<file path="src/rtl/alu_isa_pkg.sv">
// Shared RV32I ALU encoding constants, imported by both the ALU control decoder and the instruction encoder.
package alu_isa_pkg;

  typedef enum logic [3:0] {
    ALU_ADD = 4'b0000,
    ALU_SUB = 4'b0001,
    ALU_AND = 4'b0010,
    ALU_OR  = 4'b0011,
    ALU_XOR = 4'b0100,
    ALU_SLT = 4'b0101
  } alu_op_e;

  localparam logic [6:0] OPC_RTYPE = 7'b0110011;
  localparam logic [6:0] OPC_ITYPE = 7'b0010011;

  localparam logic [2:0] F3_ADD = 3'b000;
  localparam logic [2:0] F3_AND = 3'b111;
  localparam logic [2:0] F3_OR  = 3'b110;
  localparam logic [2:0] F3_XOR = 3'b100;
  localparam logic [2:0] F3_SLT = 3'b010;

  localparam logic [6:0] F7_SUB  = 7'b0100000;
  localparam logic [6:0] F7_ZERO = 7'b0000000;

  // RV32I has no SUBI, so SUB is only legal in register form.
  function automatic logic op_is_legal(input logic [3:0] op, input logic is_imm);
    return (op <= ALU_SLT) && !((op == ALU_SUB) && is_imm);
  endfunction

endpackage

</file>
<file path="src/rtl/sync_fifo.sv">
// Circular synchronous FIFO with extra-bit pointers; push while full is accepted only alongside a pop.
module sync_fifo #(
  parameter int DEPTH = 4,
  parameter int WIDTH = 32
) (
  input  logic                     clk,
  input  logic                     rst_n,
  input  logic                     clear,
  input  logic                     push,
  input  logic                     pop,
  input  logic [WIDTH-1:0]         wdata,
  output logic [WIDTH-1:0]         rdata,
  output logic                     full,
  output logic                     empty,
  output logic [$clog2(DEPTH):0]   count
);

  localparam int PW = $clog2(DEPTH);
  localparam logic [PW:0] DEPTH_C = (PW+1)'(DEPTH);
  localparam logic [PW:0] PTR_ONE = (PW+1)'(1);

  logic [WIDTH-1:0] mem [DEPTH];
  logic [PW:0]      wr_ptr;
  logic [PW:0]      rd_ptr;
  logic             do_push;
  logic             do_pop;

  assign count   = wr_ptr - rd_ptr;
  assign full    = (count == DEPTH_C);
  assign empty   = (count == '0);
  assign rdata   = mem[rd_ptr[PW-1:0]];
  assign do_pop  = pop && !empty;
  assign do_push = push && (!full || do_pop);

  // Clear has priority over any push/pop in the same cycle.
  always_ff @(posedge clk) begin
    if (!rst_n) begin
      wr_ptr <= '0;
      rd_ptr <= '0;
      for (int i = 0; i < DEPTH; i++) mem[i] <= '0;
    end else if (clear) begin
      wr_ptr <= '0;
      rd_ptr <= '0;
    end else begin
      if (do_push) begin
        mem[wr_ptr[PW-1:0]] <= wdata;
        wr_ptr <= wr_ptr + PTR_ONE;
      end
      if (do_pop) rd_ptr <= rd_ptr + PTR_ONE;
    end
  end

endmodule

</file>
<file path="src/rtl/alu_instr_encoder.sv">
// Turns ALU micro-op requests into RV32I R/I-type words: encode register E feeding an output FIFO.
module alu_instr_encoder
  import alu_isa_pkg::*;
#(
  parameter int DEPTH = 4,
  parameter int CNT_W = 16
) (
  input  logic             clk,
  input  logic             rst_n,
  input  logic             in_valid,
  output logic             in_ready,
  input  logic [3:0]       in_alu_op,
  input  logic             in_is_imm,
  input  logic [4:0]       in_rd,
  input  logic [4:0]       in_rs1,
  input  logic [4:0]       in_rs2,
  input  logic [11:0]      in_imm,
  input  logic             flush,
  output logic             out_valid,
  input  logic             out_ready,
  output logic [31:0]      out_instr,
  output logic             err_illegal,
  output logic [CNT_W-1:0] enc_count,
  output logic [CNT_W-1:0] illegal_count
);

  localparam int PW = $clog2(DEPTH);
  localparam logic [PW+1:0] DEPTH_OCC = (PW+2)'(DEPTH);

  logic          e_valid;
  logic [31:0]   e_word;
  logic [PW:0]   fifo_count;
  logic          fifo_full;
  logic          fifo_empty;
  logic          req_legal;
  logic          accept;
  logic          out_fire;
  logic          fifo_push;
  logic [PW+1:0] occupancy;

  function automatic logic [31:0] encode_word(
    input logic [3:0]  op,
    input logic        is_imm,
    input logic [4:0]  rd,
    input logic [4:0]  rs1,
    input logic [4:0]  rs2,
    input logic [11:0] imm
  );
    logic [2:0] f3;
    logic [6:0] f7;
    f3 = F3_ADD;
    f7 = F7_ZERO;
    case (op)
      ALU_ADD: f3 = F3_ADD;
      ALU_SUB: f7 = F7_SUB;
      ALU_AND: f3 = F3_AND;
      ALU_OR:  f3 = F3_OR;
      ALU_XOR: f3 = F3_XOR;
      ALU_SLT: f3 = F3_SLT;
      default: f3 = F3_ADD;
    endcase
    if (is_imm) return {imm, rs1, f3, rd, OPC_ITYPE};
    return {f7, rs2, rs1, f3, rd, OPC_RTYPE};
  endfunction

  assign req_legal = op_is_legal(in_alu_op, in_is_imm);
  assign accept    = in_valid && in_ready;
  assign out_valid = !fifo_empty;
  assign out_fire  = out_valid && out_ready;
  assign fifo_push = e_valid && (!fifo_full || out_fire);
  assign occupancy = (PW+2)'(fifo_count) + (PW+2)'(e_valid);
  // Capacity counts E plus FIFO so an accepted word always has a slot downstream.
  assign in_ready  = rst_n && ((occupancy < DEPTH_OCC) || out_fire);

  always_ff @(posedge clk) begin
    if (!rst_n) begin
      e_valid <= 1'b0;
      e_word  <= '0;
    end else if (flush) begin
      e_valid <= 1'b0;
    end else if (accept && req_legal) begin
      e_valid <= 1'b1;
      e_word  <= encode_word(in_alu_op, in_is_imm, in_rd, in_rs1, in_rs2, in_imm);
    end else if (fifo_push) begin
      e_valid <= 1'b0;
    end
  end

  // Illegal requests still count while flushing; dropped words never reach enc_count.
  always_ff @(posedge clk) begin
    if (!rst_n) begin
      err_illegal   <= 1'b0;
      illegal_count <= '0;
      enc_count     <= '0;
    end else begin
      err_illegal <= accept && !req_legal;
      if (accept && !req_legal) illegal_count <= illegal_count + CNT_W'(1);
      if (fifo_push && !flush)  enc_count     <= enc_count + CNT_W'(1);
    end
  end

  sync_fifo #(
    .DEPTH (DEPTH),
    .WIDTH (32)
  ) u_fifo (
    .clk   (clk),
    .rst_n (rst_n),
    .clear (flush),
    .push  (fifo_push),
    .pop   (out_fire),
    .wdata (e_word),
    .rdata (out_instr),
    .full  (fifo_full),
    .empty (fifo_empty),
    .count (fifo_count)
  );

endmodule
</file>
<file path="config.mk">
export PLATFORM = sky130hd
export DESIGN_NAME = alu_instr_encoder
export DESIGN_NICKNAME = d
export VERILOG_FILES = /design/src/rtl/alu_isa_pkg.sv /design/src/rtl/sync_fifo.sv /design/src/rtl/alu_instr_encoder.sv
export SDC_FILE = /design/constraint.sdc
export NUM_CORES = 1
export LEC_CHECK = 0
export ABC_CLOCK_PERIOD_IN_PS = 6100
export CELL_PAD_IN_SITES_DETAIL_PLACEMENT = 0
export CELL_PAD_IN_SITES_GLOBAL_PLACEMENT = 2
export CORE_ASPECT_RATIO = 2
export CORE_UTILIZATION = 34
export DETAILED_ROUTE_END_ITERATION = 10
export MAX_ROUTING_LAYER = met4
export PLACE_DENSITY = 0.81
export SLEW_MARGIN = 0
export SYNTH_ARGS = -nofsm -noshare
export SYNTH_HDL_FRONTEND = slang
export SYNTH_HIERARCHICAL = 1
export SYNTH_SLANG_ARGS = --single-unit
</file>
<file path="constraint.sdc">
create_clock -name clk -period 6.1 [get_ports clk]
set_clock_uncertainty 0.2 [all_clocks]
set_input_delay 0.915 -clock clk [delete_from_list [all_inputs] [get_ports clk]]
set_output_delay 0.915 -clock clk [all_outputs]
set_load 0.02 [all_outputs]
</file>
# Word level (Yosys, flattened, before mapping)
# Memories as Yosys holds them, arrays and structs flattened. A register that Yosys moved wholly into a read port is not among the register bits.
# Index checks and enable logic that the tools add are counted.
[word_totals] reg_bits=72 wordCells=68 memories=1 out_inout_bits=67 mem_bits_rw=128
[op_classes] magnitude_cmp=2 n_eq_ne=6 muxes=20 addsub=6 bitwise=2 n_reduce_logical=24
[mem_list] name="u_fifo.mem" words=4 word_bits=32 read_ports=1 rd_clocked_by_memory_dff=1 wr=4 line="sync_fifo.sv:22" text="logic [WIDTH-1:0] mem [DEPTH];"
[ops] operator="$mux W32" n=3
[ops] operator="$add A16 B1 Y16 const B" n=2
[ops] operator="$reduce_or A32 Y1" n=1
[ops] operator="$mux W1" n=12
[ops] operator="$pmux W3 S4" n=1
[ops] operator="$logic_and A1 B1 Y1" n=11
[ops] operator="$eq A4 B2 Y1 const B" n=2
[ops] operator="$eq A4 B3 Y1 const B" n=2
[ops] operator="$add A3 B1 Y3 const B" n=2
[ops] operator="$mux W2" n=3
[ops] operator="$mux W6" n=1
[ops] operator="$logic_not A1 Y1" n=5
[ops] operator="$add A3 B1 Y4" n=1
[ops] operator="$eq A4 B1 Y1 const B" n=1
[ops] operator="$le A4 B3 Y1 const B" n=1
[ops] operator="$lt A4 B3 Y1 const B" n=1
[ops] operator="$eq A3 B3 Y1 const B" n=1
[ops] operator="$logic_not A3 Y1" n=1
[ops] operator="$logic_or A1 B1 Y1" n=3
[ops] operator="$sub A3 B3 Y3" n=1
[ops] operator="$not A1 Y1" n=2
[ops] operator="$reduce_and A2 Y1" n=1
[ops] operator="$reduce_bool A2 Y1" n=1
[ops] operator="$reduce_or A2 Y1" n=1

# Depth between registers and ports, before layout
# Gate-level depths: netlist of run 1.
[depth] word_depth=13 mapped_depth=15 depth_no_buf=12

# By module
# The synthesis of run 1 kept the hierarchy.
[modules_own_cells] module="sync_fifo" area_per_inst_um2=5823.1 instances=1 cells_per_inst=402
[modules_own_cells] module="alu_instr_encoder" area_per_inst_um2=2889.0 instances=1 cells_per_inst=334

# Worst setup path before layout of run 1
# OpenSTA, ideal clock, no wires.
[synth_path] path_kind="reg-to-reg" startpoint="reg u_fifo.wr_ptr[0]" endpoint="mem u_fifo.mem[3][0], enable pin" setup_slack_ps=-418 setup_time_ps=511 t_arrival_ps=5808 required_time_ps=5389 period_less_slack_ps=6518 path_stages_with_launch=13 path_cell_list="dfxtp_1 > inv_1 > ha_1 > fa_1 > xnor3_2 > inv_1 > nor2_1 > nand2b_4 > buf_6 > and2_1 > nor2_1 > nand2b_1 > o41ai_1"
[synth_lines] item="start, declared" line="sync_fifo.sv:23" text="logic [PW:0] wr_ptr;"
[synth_lines] item="start signal, assigned" line="sync_fifo.sv:47" text="wr_ptr <= wr_ptr + PTR_ONE;"
[synth_lines] item="end, declared" line="sync_fifo.sv:22"

# Final worst setup path of run 1
[layout_path] startpoint="reg u_fifo.wr_ptr[0]" endpoint="out in_ready"
[layout_between] elab_chain_cells=6 word_cells_on_any_way=8 classes_between="add/sub: 2; order compare: 1; reduce/logical: 5"
[layout_rtl] item="$sub A3 B3 Y3" line="sync_fifo.sv:28" text="assign count = wr_ptr - rd_ptr;"
[layout_rtl] item="via fifo_count[2]" line="alu_instr_encoder.sv:32" text="logic [PW:0] fifo_count;"
[layout_rtl] item="$logic_not A3 Y1" line="sync_fifo.sv:30" text="assign empty = (count == '0);"
[layout_rtl] item="via fifo_empty" line="alu_instr_encoder.sv:34" text="logic fifo_empty;"
[layout_rtl] item="$logic_not A1 Y1" line="alu_instr_encoder.sv:68" text="assign out_valid = !fifo_empty;"
[layout_rtl] item="$logic_and A1 B1 Y1" line="alu_instr_encoder.sv:69" text="assign out_fire = out_valid && out_ready;"
[layout_rtl] item="via out_fire" line="alu_instr_encoder.sv:37" text="logic out_fire;"
[layout_rtl] item="$logic_or A1 B1 Y1" line="alu_instr_encoder.sv:73" text="assign in_ready = rst_n && ((occupancy < DEPTH_OCC) || out_fire);"
[layout_rtl] item="$logic_and A1 B1 Y1" line="alu_instr_encoder.sv:73"
[layout_rtl] item="end, declared" line="alu_instr_encoder.sv:11" text="output logic in_ready,"
# The timed path passes the listed nets, and every way through them passes these cells.

==> results of run 1 <==
logic make-up (layout without fill, tap and decap cells):
group                      Yosys count  in the layout  synth area share (%)
and+or+nand+nor                    306            306                  16.0
other                                1              3                0.0430
adders and majority gates            6              6                 0.948
AOI/OAI and AO/OA                   90             90                  6.97
buffers and inverters               67            171                  3.50
muxes                               61             61                  11.6
xor gates and xnor gates             8              8                 0.977
DFF                                197            197                  60.0
stage by stage:
step | power [mW] | instance area (um2)
5_1_grt | 2.74 | 10600
3_5_place_dp | 1.64 | 10100
3_3_place_gp | 1.64 | 10100
6_report | 2.64 | 10600
2_1_floorplan | 1.56 | 8730
4_1_cts | 2.68 | 10600
layout by cell type, fill, tap and decap left out, drive strengths merged, types with 7 or more instances in the layout:
cell	n
a211oi	11
a21oi	25
buf	17
clkbuf	19
clkdlybuf4s50	102
clkinv	7
dfxtp	69
edfxtp	128
inv	24
mux2i	29
mux4	32
nand2	81
nand2b	14
nand3	21
nor2	143
o21ai	21
o31ai	7
final timing paths:
path | end | slack [ns] | cells after the start | start
hold / removal | e_word[8]$_SDFFE_PN0P_ | 0.26 | 2 | e_word[8]$_SDFFE_PN0P_
setup reg to reg | u_fifo/mem[3][15]$_DFFE_PP_ | 1.94 | 12 | u_fifo/wr_ptr[0]$_SDFFE_PP0N_
setup / recovery | in_ready | 1.25 | 12 | u_fifo/wr_ptr[0]$_SDFFE_PP0N_
hold reg to reg | e_word[8]$_SDFFE_PN0P_ | 0.26 | 2 | e_word[8]$_SDFFE_PN0P_
power by group:
part	internal (mW)	switching, mW	total (mW)
Sequential	1.45	0.0108	1.46
Clock	0.528	0.506	1.03
Combinational	0.0632	0.0850	0.148
Total	2.04	0.602	2.64
routing by layer:
metal / vias up / global-route usage, % / routed length [um]
met4: 0 / 8.08 / 557
li1: 2851 / - / -
met5: - / - / 0
met1: 2917 / 18.8 / 8140
met3: 29 / 2.68 / 735
met2: 153 / 31.5 / 11600
layout make-up:
type,instances,area (um2)
clock buffer,19,433
clock inverter,13,101
fill,2410,14500
inverter,20,75.1
multi-input combinational,474,3230
sequential,197,5230
tap,336,420
timing repair buffer,119,1150
worst min-delay path: cells and delay by family (launching register included):
kind | cells | cell delay [ns]
compound gates | 1 | 0.06
flops | 1 | 0.31
simple gates | 1 | 0.05
registers in the layout, summed over array words and instances, names as in the netlist, named ones only:
| signal | flops |
|---|---|
| enc_count | 16 |
| u_fifo/wr_ptr | 3 |
| e_valid | 1 |
| u_fifo/mem | 128 |
| u_fifo/rd_ptr | 3 |
| illegal_count | 16 |
| e_word | 27 |
| err_illegal | 1 |
==> flow_metrics.py, run 1 <==
metrics = {
    "synth": {
        "synthTopCellsByCount": "nor2_1, edfxtp_1, nand2_1",
        "netlist_top_cells_area": "edfxtp_1, dfxtp_1, mux4_2, nor2_1, nand2_1",
        "synth_edf_count": 128,
        "netlist_area_um2": 8710,
        "yosys_warnings": 6,
        "yosysSeqAreaShare_pct": 60.0,
        "yosysMostFrequentCell": "nor2_1",
        "synth.distinct_cells": 62,
        "yosys.area.top_type_share_pct": 44.1,
        "synth_area_per_cell_um2": 11.8,
        "synth-async-reset-ratio_pct": 0,
        "synthCells": 736,
        "synth_largest_area_cell": "edfxtp_1",
        "synth_seq_cells": 197,
        "synth_ff_type": "edfxtp_1",
    },
    "final_layout": {
        "n_antenna_cell": 0,
        "final-instance-count-excl-fill": 1178,
        "utilization_pct": 42.3,
        "area_delta_synth_final_pct": 22.0,
        "fin_nets": 872,
        "drive_above_1_share_pct": 11.4,
    },
    "worst_setup_path": {
        "startpoint_type": "flip-flop",
        "cp_top_family": "buffers and inverters",
        "crit_buf_inv": 6,
        "critical_path_class": "flip-flop to output port",
        "path_cells": "inv_1 -> ha_1 -> fa_1 -> xnor3_2 -> inv_1 -> nor2_1 -> nand2b_4 -> inv_2 -> o21ai_1 -> buf_4 -> inv_1 -> clkdlybuf4s50_1",
        "crit_arrival_ns": 3.73,
        "slowest_delay_ns": 0.63,
        "critPathMostFrequentCell": "inv_1",
        "worstSetupEndpointType": "output port",
        "cpMaxStageDelayCell": "clkdlybuf4s50_1",
        "crit_required_ns": 4.98,
        "worstPathMaxFanout": 12,
    },
    "sta": {
        "tns_ns": 0,
        "hold_viol_final": 0,
        "rsz0062_at_grt": "no",
        "tightest_slew_ns": 0.886,
        "finalCritPeriodShare_pct": 79.4,
        "slew_violations": 0,
        "setup_viol": 0,
        "hold_ws_ns": 0.258,
        "fmaxAchievable_ghz": 0.206,
        "period_needed_ns": 4.85,
        "postLayoutSetupSlackWorst_ns": 1.25,
        "relSlewSlack_pct": 40.7,
    },
    "clocking": {
        "clockBufferDepth": 2,
        "post_cts_resized": 0,
        "clockRootBuffer": "clkbuf_16",
        "clk_latency_ns": 0.43,
        "cts-hold-fix-buffers": 0,
        "clkSinkCount": 197,
        "cts_buffers": 17,
        "cts_tree": "yes",
        "htreeDepth": 4,
        "cts_setup_buffers": 0,
        "clk_pin_slew_ns": 0.07,
    },
    "placement": {
        "globalplace.congestion": 0.748,
        "hpwl_um": 13600,
        "dp_cells": 1146,
        "pre_cts_slack_ns": 1.71,
        "port_buffers": 103,
    },
    "power_and_ir_drop": {
        "peakVddDrop_mv": 0.166,
        "cellLeakagePower_nw": 3.66,
        "p_per_area_nw_per_um2": 249,
    },
    "global_route": {
        "first_global_vias": 6312,
        "antenna_found_initial": 0,
        "grt_pass1_wl_um": 33700,
        "track_usage_pct": 17.7,
        "grt_max_degree": 34,
        "grt_overflow": 0,
    },
    "route": {
        "ant_nets": 0,
        "drc_errors": 0,
        "drt_iter0_drc": 313,
        "wl_um": 21000,
        "dr.pass1.iters": 4,
        "wire_per_inst_um": 17.8,
        "avgViaCountPerCell": 5.05,
        "via_count": 5950,
    },
    "die": {
        "die_w_um": 115,
        "rows": 82,
        "io_pins": 104,
        "dieArea_um2": 26300,
        "die-height_um": 228,
        "initial_core_util_pct": 34.7,
        "core-area_um2": 25100,
    },
    "run_status": {
        "outcome": "completed",
    },
    "worst_hold_path": {
        "hold_class": "flip-flop to flip-flop",
    },
    "job": {
        "max_cap_viol_count": 0,
    },
}
No activity file was read; power rests on OpenSTA's default activity.
==> run 2, diff against run 1 <==
--- a/config.mk
+++ b/config.mk
@@ -5,7 +5,7 @@
 export SDC_FILE = /design/constraint.sdc
 export NUM_CORES = 1
 export LEC_CHECK = 0
-export ABC_CLOCK_PERIOD_IN_PS = 6100
+export ABC_CLOCK_PERIOD_IN_PS = 4000
 export CELL_PAD_IN_SITES_DETAIL_PLACEMENT = 0
 export CELL_PAD_IN_SITES_GLOBAL_PLACEMENT = 2
 export CORE_ASPECT_RATIO = 2
==> constraint.sdc (replaced) <==
create_clock -name clk -period 4 [get_ports clk]
set_clock_uncertainty 0.2 [all_clocks]
set_input_delay 0.6 -clock clk [delete_from_list [all_inputs] [get_ports clk]]
set_output_delay 0.6 -clock clk [all_outputs]
set_load 0.02 [all_outputs]
==> run 2 against run 1 <==
Via count up 1.0%. Sequential share of layout area down 0.64 points. Register-to-register slack worse by 1.4 ns. Flip-flop and latch count unchanged. Global-route usage up 0.63 points. Utilization up 0.57 points. Die area unchanged. Critical path depth down 2. Combinational power up 57%. Critical endpoint unchanged. Largest cell class unchanged.
==> flow_metrics.py, run 2 (synthesis results as in run 1) <==
metrics = {
    "run_status": {
        "outcome": "completed",
    },
    "sta": {
        "tightest_slew_ns": 0.899,
        "period_needed_ns": 3.81,
        "fmaxAchievable_ghz": 0.262,
        "hold_viol_final": 0,
        "relSlewSlack_pct": 40.0,
        "finalCritPeriodShare_pct": 95.4,
        "slew_violations": 0,
        "tns_ns": 0,
        "postLayoutSetupSlackWorst_ns": 0.186,
        "hold_ws_ns": 0.261,
        "rsz0062_at_grt": "no",
        "setup_viol": 0,
    },
    "worst_setup_path": {
        "crit_arrival_ns": 3.01,
        "worstSetupEndpointType": "output port",
        "crit_required_ns": 3.20,
        "crit_start": "u_fifo/wr_ptr[0]$_SDFFE_PP0N_",
        "worstPathMaxFanout": 10,
        "critical_path_class": "flip-flop to output port",
        "critPathCapture": "in_ready",
        "startpoint_type": "flip-flop",
        "worst-r2r-setup-slack_ns": 0.58,
        "reg2reg_depth": 12,
        "rr_startpoint": "u_fifo/wr_ptr[0]$_SDFFE_PP0N_",
        "r2r-end": "u_fifo/mem[1][12]$_SDFFCE_PN0P_",
    },
    "die": {
        "core-area_um2": 25100,
        "io_pins": 104,
        "initial_core_util_pct": 34.7,
        "die_w_um": 115,
        "rows": 82,
        "dieArea_um2": 26300,
        "die-height_um": 228,
    },
    "placement": {
        "hpwl_um": 13900,
        "globalplace.congestion": 0.789,
        "pre_cts_slack_ns": 0.427,
        "port_buffers": 103,
    },
    "final_layout": {
        "drive_above_1_share_pct": 12.8,
        "fin_nets": 879,
        "area_delta_synth_final_pct": 23.6,
        "n_antenna_cell": 0,
        "largest_reg_flops": 128,
        "final_cell_mix": "nor2_1, edfxtp_1, clkdlybuf4s50_1",
        "reg_top3": "u_fifo/mem x128, e_word x27",
        "largest-register": "u_fifo/mem",
        "final_common_cell": "nor2_1",
    },
    "global_route": {
        "antenna_found_initial": 0,
        "grt_pass1_wl_um": 34600,
        "track_usage_pct": 18.3,
        "grt_max_degree": 35,
        "first_global_vias": 6199,
        "grt_overflow": 0,
    },
    "worst_hold_path": {
        "hold_class": "flip-flop to flip-flop",
    },
    "power_and_ir_drop": {
        "cellLeakagePower_nw": 3.74,
        "p_per_area_nw_per_um2": 391,
        "peakVddDrop_mv": 0.304,
    },
    "clocking": {
        "cts_tree": "yes",
        "clk_pin_slew_ns": 0.06,
        "cts_buffers": 17,
        "htreeDepth": 4,
        "clockBufferDepth": 2,
        "clk_latency_ns": 0.44,
        "clockRootBuffer": "clkbuf_16",
        "clkSinkCount": 197,
    },
    "route": {
        "drc_errors": 0,
        "wire_per_inst_um": 18.5,
        "avgViaCountPerCell": 5.07,
        "drt_iter0_drc": 224,
        "via_count": 6012,
        "dr.pass1.iters": 5,
        "ant_nets": 0,
        "wl_um": 21900,
    },
    "job": {
        "max_cap_viol_count": 0,
    },
}
==> run 2: worst min path at each step <==
stage | start | end | slack, ns | cells past startpoint
2_1_floorplan | e_word[13]$_SDFFE_PN0P_ | e_word[13]$_SDFFE_PN0P_ | 0.23 | 2
3_3_place_gp | e_word[8]$_SDFFE_PN0P_ | e_word[8]$_SDFFE_PN0P_ | 0.25 | 2
3_5_place_dp | e_word[31]$_SDFFE_PN0P_ | e_word[31]$_SDFFE_PN0P_ | 0.25 | 2
4_1_cts | e_word[14]$_SDFFE_PN0P_ | e_word[14]$_SDFFE_PN0P_ | 0.26 | 2
5_1_grt | e_word[10]$_SDFFE_PN0P_ | e_word[10]$_SDFFE_PN0P_ | 0.28 | 2
6_report | e_word[28]$_SDFFE_PN0P_ | e_word[28]$_SDFFE_PN0P_ | 0.26 | 2
==> run 2: critical path, cell delays in order (launching register included) <==
cell           delay [ns]
dfxtp_2              0.37
inv_2                0.09
ha_1                 0.22
fa_2                 0.59
nand2_1              0.10
nor2_1               0.15
nand2b_4             0.21
inv_2                0.08
o21ai_1              0.23
inv_1                0.17
dlygate4sd2_1        0.36
==> run 2: what timing repair did <==
item,CTS,global route
hold endpoints to repair,0,0
endpoints found under the setup margin,1,0
hold buffers,0,0
buffers inserted,0,0
gates resized for setup,1,0
==> run 2: area by class of cell <==
type / instances / area (um2)
fill: 2396 / 14400
sequential: 197 / 5230
multi-input combinational: 474 / 3240
timing repair buffer: 126 / 1210
clock buffer: 23 / 468
tap: 336 / 420
clock inverter: 9 / 128
inverter: 20 / 75.1
==> run 2: per-stage QoR <==
| step | utilization, % | instances | power (mW) | area, um2 |
|---|---|---|---|---|
| floorplan | - | 738 | 2.39 | 8770 |
| global placement | 40.5 | 1153 | 2.51 | 10200 |
| detailed placement | 40.5 | 1153 | 2.51 | 10200 |
| CTS | 42.8 | 1185 | 4.26 | 10800 |
| global route | 42.8 | 1185 | 4.35 | 10800 |
| finish | 42.8 | 1185 | 4.21 | 10800 |
==> run 2: metal layers <==
metal / up-vias / routed length [um] / track usage [%]
li1: 2866 / - / -
met1: 2975 / 8320 / 18.6
met2: 141 / 12400 / 34.0
met3: 30 / 793 / 3.42
met4: 0 / 411 / 6.41
met5: - / 0 / -
==> run 2: where the power goes <==
part	leakage (nW)	internal, mW	switching, mW
combinational	1.58	0.0993	0.134
clock	0.283	1.01	0.737
sequential	1.88	2.21	0.0162
==> run 3, diff against run 2 <==
==> constraint.sdc (replaced) <==
create_clock -name clk -period 4 [get_ports clk]
set_clock_uncertainty 0.2 [all_clocks]
set_input_delay 0.6 -clock clk [delete_from_list [all_inputs] [get_ports clk]]
set_output_delay 0.6 -clock clk [all_outputs]
set_load 0.1 [all_outputs]
==> run 3 against run 2 <==
Final area is 0.31% lower. Worst hold slack better by 0.00092 ns. Cell count is 0.25% lower. Non-clock buffer count is 2 lower. Die area stayed put. Clock power hardly changed. Critical path type unchanged. Critical endpoint unchanged. Fmax is 1.8% higher. Largest cell class unchanged. Register-to-register slack hardly changed. Power is 1.6% higher. Critical path depth is 1 higher.
==> flow_metrics.py, run 3 (synthesis results as in run 1) <==
metrics = {
    "run_status": {
        "outcome": "completed",
    },
    "sta": {
        "tns_ns": 0,
        "rsz0062_at_grt": "no",
        "setup_viol": 0,
        "hold_viol_final": 0,
        "relSlewSlack_pct": 34.3,
        "finalCritPeriodShare_pct": 93.7,
        "slew_violations": 0,
        "postLayoutSetupSlackWorst_ns": 0.252,
        "period_needed_ns": 3.75,
        "fmaxAchievable_ghz": 0.267,
        "hold_ws_ns": 0.262,
        "tightest_slew_ns": 0.982,
    },
    "placement": {
        "pre_cts_slack_ns": 0.499,
        "hpwl_um": 13800,
        "globalplace.congestion": 0.831,
        "port_buffers": 103,
    },
    "global_route": {
        "first_global_vias": 6080,
        "grt_max_degree": 33,
        "antenna_found_initial": 0,
        "grt_overflow": 0,
        "grt_pass1_wl_um": 33700,
        "track_usage_pct": 17.7,
    },
    "final_layout": {
        "regArea_um2": 5230,
        "multi_input_area_um2": 3240,
        "fin_nets": 877,
        "drive_above_1_share_pct": 16.5,
        "utilization_pct": 42.7,
        "largest_reg_flops": 128,
        "reg_top3": "u_fifo/mem x128, e_word x27",
        "area_delta_synth_final_pct": 23.2,
        "nFillCells": 2418,
        "final_common_cell": "nor2_1",
        "largest-register": "u_fifo/mem",
        "final_cell_mix": "nor2_1, edfxtp_1, nand2_1",
        "n_antenna_cell": 0,
    },
    "route": {
        "wl_um": 21500,
        "ant_nets": 0,
        "drc_errors": 0,
        "wire_per_inst_um": 18.2,
        "via_count": 5950,
        "dr.pass1.iters": 4,
        "avgViaCountPerCell": 5.03,
        "drt_iter0_drc": 248,
    },
    "power_and_ir_drop": {
        "p_per_area_nw_per_um2": 399,
        "cellLeakagePower_nw": 3.80,
        "peakVddDrop_mv": 0.255,
        "power_mw": 4.28,
    },
    "die": {
        "initial_core_util_pct": 34.7,
        "die-height_um": 228,
        "rows": 82,
        "core-area_um2": 25100,
        "dieArea_um2": 26300,
        "die_w_um": 115,
        "io_pins": 104,
    },
    "clocking": {
        "clk_pin_slew_ns": 0.06,
        "cts_tree": "yes",
        "clockBufferDepth": 2,
        "htreeDepth": 4,
        "clockRootBuffer": "clkbuf_16",
        "post_cts_resized": 0,
        "clkSinkCount": 197,
        "cts_buffers": 17,
        "clk_latency_ns": 0.44,
    },
    "worst_setup_path": {
        "worstSetupEndpointType": "output port",
        "startpoint_type": "flip-flop",
        "critical_path_class": "flip-flop to output port",
        "crit_required_ns": 3.20,
        "worstPathMaxFanout": 10,
        "crit_arrival_ns": 2.95,
    },
    "worst_hold_path": {
        "hold_class": "flip-flop to flip-flop",
    },
    "job": {
        "max_cap_viol_count": 0,
    },
}
-- run 3: cell count changes in the layout (fill, tap and decap cells not counted), sizes merged --
cell	previous run	this run
dlygate4sd2	1	0
buf	24	56
clkbuf	23	18
clkinvlp	3	2
inv	20	22
clkdlybuf4s50	101	68
clkinv	3	6
-- run 3: layout make-up --
class                      count  share of cell area [%]
timing repair buffer         124                    11.0
inverter                      20                   0.699
clock inverter                13                    1.46
multi-input combinational    474                    30.2
clock buffer                  18                    4.00
sequential                   197                    48.7
tap                          336                    3.92
-- run 3: routing by layer --
metal	track usage [%]	share of wire, %	vias to the layer above
li1	-	-	2865
met1	19.3	39	2919
met2	32.0	55	145
met3	2.97	3.6	21
met4	6.09	1.9	0
met5	-	0	-
-- run 3: worst max-delay path, stage by stage (launching register included) --
cell and delay [ns]:
dfxtp_2 0.37, inv_2 0.08, ha_1 0.22, fa_2 0.36, xnor3_2 0.31, inv_2 0.07, nor2_1 0.12, nand2b_4 0.20
inv_2 0.07, o21ai_1 0.24, inv_1 0.22, buf_12 0.22
-- run 3: report_power, final --
part / total [mW] / switching, mW / internal [mW]
Sequential: 2.23 / 0.0171 / 2.21
Clock: 1.73 / 0.754 / 0.978
Combinational: 0.321 / 0.223 / 0.0986
-- run 3: worst paths after layout --
check | slack [ns] | cells past startpoint | start | endpoint
worst min register to register | 0.26 | 2 | e_word[16]$_SDFFE_PN0P_ | e_word[16]$_SDFFE_PN0P_
worst max-delay path | 0.25 | 11 | u_fifo/wr_ptr[0]$_SDFFE_PP0N_ | in_ready
worst max register to register | 0.58 | 13 | u_fifo/wr_ptr[0]$_SDFFE_PP0N_ | u_fifo/mem[0][14]$_SDFFCE_PN0P_
worst min-delay path | 0.26 | 2 | e_word[16]$_SDFFE_PN0P_ | e_word[16]$_SDFFE_PN0P_
-- run 3: repair_timing --
action	in CTS	in global routing
endpoints found under the hold margin	0	0
setup endpoints to repair	0	1
hold buffers	0	0
buffers inserted	0	3
-- run 3: stage by stage --
stage	std cells	instance area [um2]
final	1182	10700
after global placement	1148	10100
after CTS	1179	10700
after detailed placement	1148	10100
after global routing	1182	10700
after floorplan	738	8770
